**src/rtl/result_bcd_conv.sv**
```systemverilog
// result_bcd_conv
// Sequential binary-to-BCD converter (shift-and-add-3) between the calculator
// arithmetic core and the seven-segment display driver.
//
// Ports:
//   clk_db             calculator logic clock
//   rst                synchronous reset, active-high
//   start              single-cycle request, sampled only while idle
//   mag_in             unsigned magnitude (value = mag_in / 10^frac_in)
//   neg_in             sign of the result, 1 = negative
//   frac_in            fractional digit count 0..6 (7 is clamped to 6)
//   busy               high from the cycle after acceptance until done
//   done               one-cycle pulse, outputs update on the same edge
//   result_digits      packed BCD digits, [3:0] is least significant
//   is_result_negative registered sign (never set for zero or overflow)
//   decimal_pos        registered, clamped copy of frac_in
//   digit_en           1 = digit shown, 0 = leading-zero blank
//   overflow           magnitude does not fit in NDIG digits
module result_bcd_conv #(
  parameter int BIN_W = 24,
  parameter int NDIG  = 7
) (
  input  logic                clk_db,
  input  logic                rst,
  input  logic                start,
  input  logic [BIN_W-1:0]    mag_in,
  input  logic                neg_in,
  input  logic [2:0]          frac_in,
  output logic                busy,
  output logic                done,
  output logic [4*NDIG-1:0]   result_digits,
  output logic                is_result_negative,
  output logic [2:0]          decimal_pos,
  output logic [NDIG-1:0]     digit_en,
  output logic                overflow
);

  // One extra digit above the displayed ones catches overflow.
  localparam int ACC_W = 4 * (NDIG + 1);
  localparam int CNT_W = $clog2(BIN_W + 1);

  localparam logic [1:0] IDLE  = 2'd0;
  localparam logic [1:0] SHIFT = 2'd1;
  localparam logic [1:0] FIN   = 2'd2;

  logic [1:0]       state;
  logic [ACC_W-1:0] acc;
  logic [BIN_W-1:0] bin;
  logic [CNT_W-1:0] cnt;
  logic             neg_lat;
  logic [2:0]       frac_lat;

  logic [ACC_W-1:0] acc_adj;
  logic [NDIG-1:0]  lz_mask;
  logic             lz_seen;
  logic             acc_ovf;
  logic             acc_zero;
  logic [2:0]       frac_clamped;

  assign frac_clamped = (frac_in == 3'd7) ? 3'd6 : frac_in;

  // Add-3 correction: any nibble >= 5 would exceed 9 after the shift.
  always_comb begin
    acc_adj = acc;
    for (int i = 0; i <= NDIG; i++) begin
      if (acc[4*i +: 4] >= 4'd5) begin
        acc_adj[4*i +: 4] = acc[4*i +: 4] + 4'd3;
      end else begin
        acc_adj[4*i +: 4] = acc[4*i +: 4];
      end
    end
  end

  // Leading-zero mask: scan from the top digit, enabling once a nonzero
  // digit is seen; the units digit and fractional digits are always shown.
  always_comb begin
    lz_seen = 1'b0;
    lz_mask = {NDIG{1'b0}};
    for (int i = NDIG - 1; i >= 0; i--) begin
      lz_seen    = lz_seen | (acc[4*i +: 4] != 4'd0);
      lz_mask[i] = lz_seen | (i <= int'(frac_lat));
    end
  end

  assign acc_ovf  = |acc[ACC_W-1:4*NDIG];
  assign acc_zero = (acc[4*NDIG-1:0] == {(4*NDIG){1'b0}});

  // Conversion FSM and registered outputs.
  always_ff @(posedge clk_db) begin
    if (rst) begin
      state              <= IDLE;
      busy               <= 1'b0;
      done               <= 1'b0;
      overflow           <= 1'b0;
      is_result_negative <= 1'b0;
      decimal_pos        <= 3'd0;
      result_digits      <= {(4*NDIG){1'b0}};
      digit_en           <= {{(NDIG-1){1'b0}}, 1'b1};
      acc                <= {ACC_W{1'b0}};
      bin                <= {BIN_W{1'b0}};
      cnt                <= {CNT_W{1'b0}};
      neg_lat            <= 1'b0;
      frac_lat           <= 3'd0;
    end else begin
      done <= 1'b0;
      case (state)
        IDLE: begin
          if (start) begin
            bin      <= mag_in;
            neg_lat  <= neg_in;
            frac_lat <= frac_clamped;
            acc      <= {ACC_W{1'b0}};
            cnt      <= CNT_W'(BIN_W);
            busy     <= 1'b1;
            state    <= SHIFT;
          end else begin
            state <= IDLE;
          end
        end
        SHIFT: begin
          // {acc, bin} shifted left by one after correction.
          acc <= {acc_adj[ACC_W-2:0], bin[BIN_W-1]};
          bin <= {bin[BIN_W-2:0], 1'b0};
          cnt <= cnt - CNT_W'(1);
          if (cnt == CNT_W'(1)) begin
            state <= FIN;
          end else begin
            state <= SHIFT;
          end
        end
        FIN: begin
          done        <= 1'b1;
          busy        <= 1'b0;
          state       <= IDLE;
          decimal_pos <= frac_lat;
          overflow    <= acc_ovf;
          if (acc_ovf) begin
            result_digits      <= {(4*NDIG){1'b1}};
            is_result_negative <= 1'b0;
            digit_en           <= {NDIG{1'b1}};
          end else begin
            result_digits      <= acc[4*NDIG-1:0];
            // A zero result is never shown as negative.
            is_result_negative <= neg_lat & ~acc_zero;
            digit_en           <= lz_mask;
          end
        end
        default: begin
          state <= IDLE;
          busy  <= 1'b0;
        end
      endcase
    end
  end

endmodule
```
**config.mk**
```make
export PLATFORM = sky130hd
export DESIGN_NAME = result_bcd_conv
export DESIGN_NICKNAME = d
export VERILOG_FILES = /design/src/rtl/result_bcd_conv.sv
export SDC_FILE = /design/constraint.sdc
export NUM_CORES = 1
export LEC_CHECK = 0
export BUFFER_PORTS_ARGS = -buffer_cell sky130_fd_sc_hd__buf_4
export CAP_MARGIN = 5
export CORE_MARGIN = 2
export CORE_UTILIZATION = 50
export CTS_CLUSTER_DIAMETER = 100
export DETAILED_ROUTE_END_ITERATION = 6
export HOLD_SLACK_MARGIN = 0.15
export PLACE_DENSITY = 0.72
export SLEW_MARGIN = 10
export SYNTH_ARGS = -nofsm -noshare
export SYNTH_HDL_FRONTEND = slang
export SYNTH_SLANG_ARGS = --single-unit
```
**constraint.sdc**
```tcl
create_clock -name clk_db -period 2.1 [get_ports clk_db]
set_clock_uncertainty 0.2 [all_clocks]
set_input_delay 0.315 -clock clk_db [delete_from_list [all_inputs] [get_ports clk_db]]
set_output_delay 0.315 -clock clk_db [all_outputs]
set_load 0.05 [all_outputs]
```
# ---- After elaboration in Yosys (flattened, before gate mapping)
# Cells that the tools add are included.
dict set report totals {
  in_bits 31
  out_inout_bits 42
  word_cells 92
  reg_bits 109
}
dict set report classes {
  n_addsub 9
  n_bitwise 14
  n_reduce_logical 13
  order_cmp 14
  muxes 24
  n_eq_ne 5
}
# cell n
set op_table {}
lappend op_table {{one-hot mux 32 bit (2 select lines)} 1}
lappend op_table {{one-hot mux 24 bit (2 select lines)} 1}
lappend op_table {{greater-or-equal comparator 4 x 3 -> 1 bit (second input constant)} 8}
lappend op_table {{2-to-1 mux 32 bit} 1}
lappend op_table {{adder 4 x 2 -> 4 bit (second input constant)} 7}
lappend op_table {{zero test 28 bit} 1}
lappend op_table {{2-to-1 mux 28 bit} 1}
lappend op_table {{2-to-1 mux 4 bit} 7}
lappend op_table {{2-to-1 mux 24 bit} 1}
lappend op_table {{nonzero test 4 bit} 6}
lappend op_table {{OR 1 bit} 11}
lappend op_table {{one-hot mux 5 bit (2 select lines)} 1}
lappend op_table {{less-or-equal comparator 3 bit (first input constant)} 3}
lappend op_table {{2-to-1 mux 7 bit} 1}
lappend op_table {{less-or-equal comparator 2 x 3 -> 1 bit (first input constant)} 2}
lappend op_table {{2-to-1 mux 3 bit} 2}
lappend op_table {{AND reduction 2 bit} 3}
lappend op_table {{== test 5 x 1 -> 1 bit (second input constant)} 1}
lappend op_table {{2-to-1 mux 5 bit} 1}
lappend op_table {{subtractor 5 x 1 -> 5 bit (second input constant)} 1}
lappend op_table {{2-to-1 mux 1 bit} 4}
lappend op_table {{one-hot mux 2 bit (2 select lines)} 1}
lappend op_table {{OR reduction 4 bit} 1}
lappend op_table {{adder 3 x 2 -> 3 bit (second input constant)} 1}
lappend op_table {{11 further kinds} 12}

# ---- Longest topological paths before layout
dict set report depth {
  ltp_word 8
  ltp_mapped 7
  ltp_nobuf 6
}

# ---- Worst setup path after synthesis
# No wires, ideal clock.
dict set report synth_timing {
  path_kind {reg2reg}
  startpoint {register acc[20]}
  endpoint {register digit_en[1]}
  period_less_slack_ns 1.647
  t_required_ns 1.768
  setup_slack_ns 0.453
  path_buffers 0
  setup_time_ns 0.132
  stages_incl_launch_ff 7
  t_arrival_ns 1.315
  cell_sequence {dfxtp_1 inv_1 ha_1 nor4b_1 nand2_1 nor4_4 a31oi_1}
}
dict set report synth_via {
  elab_chain_len 8
}
# item line
set synth_lines {}
lappend synth_lines {{from (decl)} 47} ;# logic [ACC_W-1:0] acc;
lappend synth_lines {{from (signal assigned)} 99} ;# acc <= {ACC_W{1'b0}};
lappend synth_lines {{from (signal assigned)} 112} ;# acc <= {ACC_W{1'b0}};
lappend synth_lines {{from (signal assigned)} 122} ;# acc <= {acc_adj[ACC_W-2:0], bin[BIN_W-1]};
lappend synth_lines {{nonzero test 4 bit} 80} ;# lz_seen = lz_seen | (acc[4*i +: 4] != 4'd0);
lappend synth_lines {{OR 1 bit (5 in series)} 80}
lappend synth_lines {{OR 1 bit} 81} ;# lz_mask[i] = lz_seen | (i <= int'(frac_lat));
lappend synth_lines {{2-to-1 mux 7 bit} 137} ;# if (acc_ovf) begin
lappend synth_lines {{to (signal assigned)} 98} ;# digit_en <= {{(NDIG-1){1'b0}}, 1'b1};
lappend synth_lines {{to (signal assigned)} 140} ;# digit_en <= {NDIG{1'b1}};
lappend synth_lines {{to (signal assigned)} 145} ;# digit_en <= lz_mask;
lappend synth_lines {{to (decl)} 34} ;# output logic [NDIG-1:0] digit_en,
# No other way between the ends.
# A chain may end at the register's enable or synchronous reset.

# ---- Final worst setup path
dict set report layout_timing {
  startpoint {input port start}
  endpoint {register bin[0]}
}
dict set report layout_via {
  elab_chain_len 2
}
# item line
set layout_lines {}
lappend layout_lines {{from (decl)} 25} ;# input logic start,
lappend layout_lines {{!= test 2 bit (no source line)} -}
lappend layout_lines {{AND reduction 2 bit (no source line)} -}
lappend layout_lines {{to (signal assigned)} 100} ;# bin <= {BIN_W{1'b0}};
lappend layout_lines {{to (signal assigned)} 109} ;# bin <= mag_in;
lappend layout_lines {{to (signal assigned)} 123} ;# bin <= {bin[BIN_W-2:0], 1'b0};
lappend layout_lines {{to (decl)} 48} ;# logic [BIN_W-1:0] bin;
# No other way between the ends.

==> impl_results.md <==
* Highest routed layer: met4
* Area grow syn2layout at 23.8%
* Fmax at 0.486 GHz
* RSZ-0062 raised after global routing: no
* Tot GR Track Use at 0.228
* R2R setup slack at around 0.17 ns
* IO Pins at 73
* M1 WL at 5370 microns
* Post-synth cell types at a little under 50
* Post-Syn Instances at roughly 550
* Ant. Diodes at 0
* Port Buffer Count at just over 70
* Commonest non-fill, non-tap cell in the layout: dfxtp_1
* Die width at 103 microns
* Routed Antenna Nets at 0
* Post-route DRC violation count at 0
* Yosys reg bits at between 100 and 150
* Total via count in the routed design at 4,234
* Max FO, Critical Path at 9
* Pwr dens at just under 700 mW/mm^2
* Slowest CP cell: dlygate4sd3_1
* DP HPWL at between 7000 and 8000 microns
* Post-synth EDFFs at 0
* Max incr delay on CP at around 0.56 ns
* Max rail drop VDD at about 350 uV
* Max-Cap Viols at 0
* Grt total ovfl at 0
* WS Path Type: in2reg
* Pleak at approximately 2.5 nW
* R2r worst-path depth at 6
* Asr flop ratio synth at 0
* CTS Sinks at around 110
* Post-route insts no fill at 774
* Mapped cell area at 0.00489 sq mm
* CTS max path bufs at 2
* Wire length on met2 at 5460 microns
* Initial core utilization at 0.507
* Crit. Startpoint: start
* Initial antenna violation count at 0
* Fin. max-slew vios at 0
* Cts bufs inserted at 9
* Syn avg cell area at approximately 8.9 sq um
* Outcome: finished clean
* Routed length per instance at about 15 microns
* Num rows at 36
* Clock latency on the worst-skew pair at about 0.36 ns
* Fin Setup TNS at 0 ns
* Fin crit period at 2.06 ns
* Type of the worst min-delay path: in2reg
* Sequential area share after synthesis at 0.442
* R2R Path End: digit_en[2]
* Reg clk slew, reported paths at 0.09 ns
* Largest net degree at the start of global routing at 36
* Total die area at about 0.011 sq mm
* Clock Tree Root: clkbuf_8
* Placer Congestion at between 0.8 and 0.9
* Worst setup EP type: flop
* Hold Startpoint: mag_in[1]
* Setup violators final at 0
* Critical Path RT at about 2.2 ns
* Initial DRC Count at 190
* Hold Path Sink: bin[1]
* Final nets at between 600 and 700
* FILL cells at 831
* Cell count after placement at approximately 730
* Drt pass-1 iters at 4
* Overall routed net length at 11,700 microns
* Drt via density at between 5 and 6
* Vias in the first global route at ~3,900
* Hold Vio Cnt, Final at 0
* Tot Pwr at just over 4 mW
* Share of cells above drive strength 1 at 0.198
* TritonCTS clock tree: yes
* Core ar. at roughly 0.0096 sq mm
* CP cell instances: dlygate4sd3_1 -> buf_6 -> nor3b_2 -> buf_4 -> a22oi_1 -> nor2_1 -> dlygate4sd3_1
* First-pass GRT wire length at 18,800 microns
* H-tree Lvls at 3
* Die Y at between 100 and 150 microns
* Final Hold Slack at about 0.19 ns
* CP most frequent cell: dlygate4sd3_1
* Startpoint Class: primary input
* Most frequent cells in the layout: dfxtp_1, nor2_1, buf_4
* Worst Path Arrival at 2.11 ns
* WHS Path Cells at 5
* YS warnings at 0
* Worst reg2reg startpoint: acc[20]
* Met3 Routed Length at around 600 microns
* Ys flop type: dfxtp_1
* Fin crit share at 0.980
* Post-synthesis net count at ~600
==> per-stage QoR <==
step,setup slack (ns),cell area [sq um],util
2_1_floorplan,0.453,4890,-
3_3_place_gp,0.220,5540,0.574
3_5_place_dp,0.115,5540,0.574
4_1_cts,0.0368,6040,0.627
5_1_grt,0.00271,6050,0.628
6_report,0.0423,6050,0.628
==> critical path, delay by kind of cell <==
family          cells  cell delay [ns]
compound gates      1             0.17
simple gates        2             0.22
buf+inv             4             1.41
==> cells by family (layout without fill, tap and decap cells) <==
family / after synthesis / count (layout) / share of synthesized area
and+or+nand+nor: 212 / 212 / 0.200
AOI/OAI and AO/OA: 132 / 132 / 0.207
xor gates and xnor gates: 8 / 8 / 0.0143
buffers and inverters: 56 / 148 / 0.0586
other: 1 / 1 / 0.000767
DFF: 108 / 108 / 0.442
muxes: 8 / 8 / 0.0164
adders and majority gates: 24 / 24 / 0.0614
==> routing by layer <==
metal	global-route usage	vias up
met3	0.0447	19
met2	0.365	109
met4	0.0860	0
met5	0	-
li1	-	2096
met1	0.307	2010
==> cells in the mapped netlist, types with 2 or more instances <==
library cell  count  area share
o211ai_1          2      0.0031
xnor2_1           8       0.014
nor2b_1           6      0.0077
nand2b_1         12       0.015
nor2_1           92       0.071
a21oi_1          30       0.031
nor4b_1           2      0.0036
o31ai_1           3      0.0046
o31ai_2           5       0.013
nor3b_1           8       0.012
o21ai_1           3      0.0031
a32o_1            8       0.016
a31oi_1           2      0.0026
o311ai_1          2      0.0036
ha_1             24       0.061
nand2_1          57       0.044
o21ai_0           7      0.0072
mux2i_1           8       0.016
o21bai_1          2      0.0031
clkbuf_1          6      0.0046
a22o_1            8       0.014
buf_2            19       0.019
a211oi_1         19       0.029
buf_4             8       0.012
a311oi_2          8       0.025
dfxtp_1         108        0.44
buf_1             2      0.0015
a22oi_1           4      0.0061
inv_1            18       0.014
o22ai_1          16       0.020
buf_6             3      0.0069
a311oi_1         10       0.018
nor3_1           23       0.024
==> how the worst max path moves through the flow <==
stage                     cells past startpoint  slack (ns)            endpoint
after CTS                                     7        0.04             neg_lat
after floorplan                               6        0.45         digit_en[1]
after detailed placement                      5        0.12  is_result_negative
final                                         7        0.04              bin[0]
after global routing                          6       0.003  is_result_negative
after global placement                        5        0.22  is_result_negative
==> registers in the layout (all words and copies together), names as in the netlist <==
signal and cells:
acc 32, bin 24, busy 1, cnt 5
decimal_pos 3, digit_en 6, done 1, frac_lat 3
is_result_negative 1, neg_lat 1, overflow 1, result_digits 28
state 2
==> timing repair <==
action | CTS | global route
setup endpoints to repair | 0 | 3
endpoints found under the hold margin | 31 | 0
hold buffers | 27 | 0
resized for setup | 0 | 5
setup buffers | 0 | 0
==> cell type report <==
type,count,area [sq um],share of cell area
clock buffer,12,165,0.0273
clock inverter,3,68.8,0.0114
inverter,18,67.6,0.0112
multi-input combinational,385,2450,0.405
sequential,108,2160,0.357
tap,133,166,0.0275
timing repair buffer,115,972,0.161
==> report_power, final <==
group	leakage, nW	total, mW	internal [mW]	switching, mW
sequential	0.878	2.17	2.12	0.0497
clock	0.119	1.45	0.766	0.683
combinational	1.49	0.502	0.221	0.281
(Power assumes the default switching activity.)
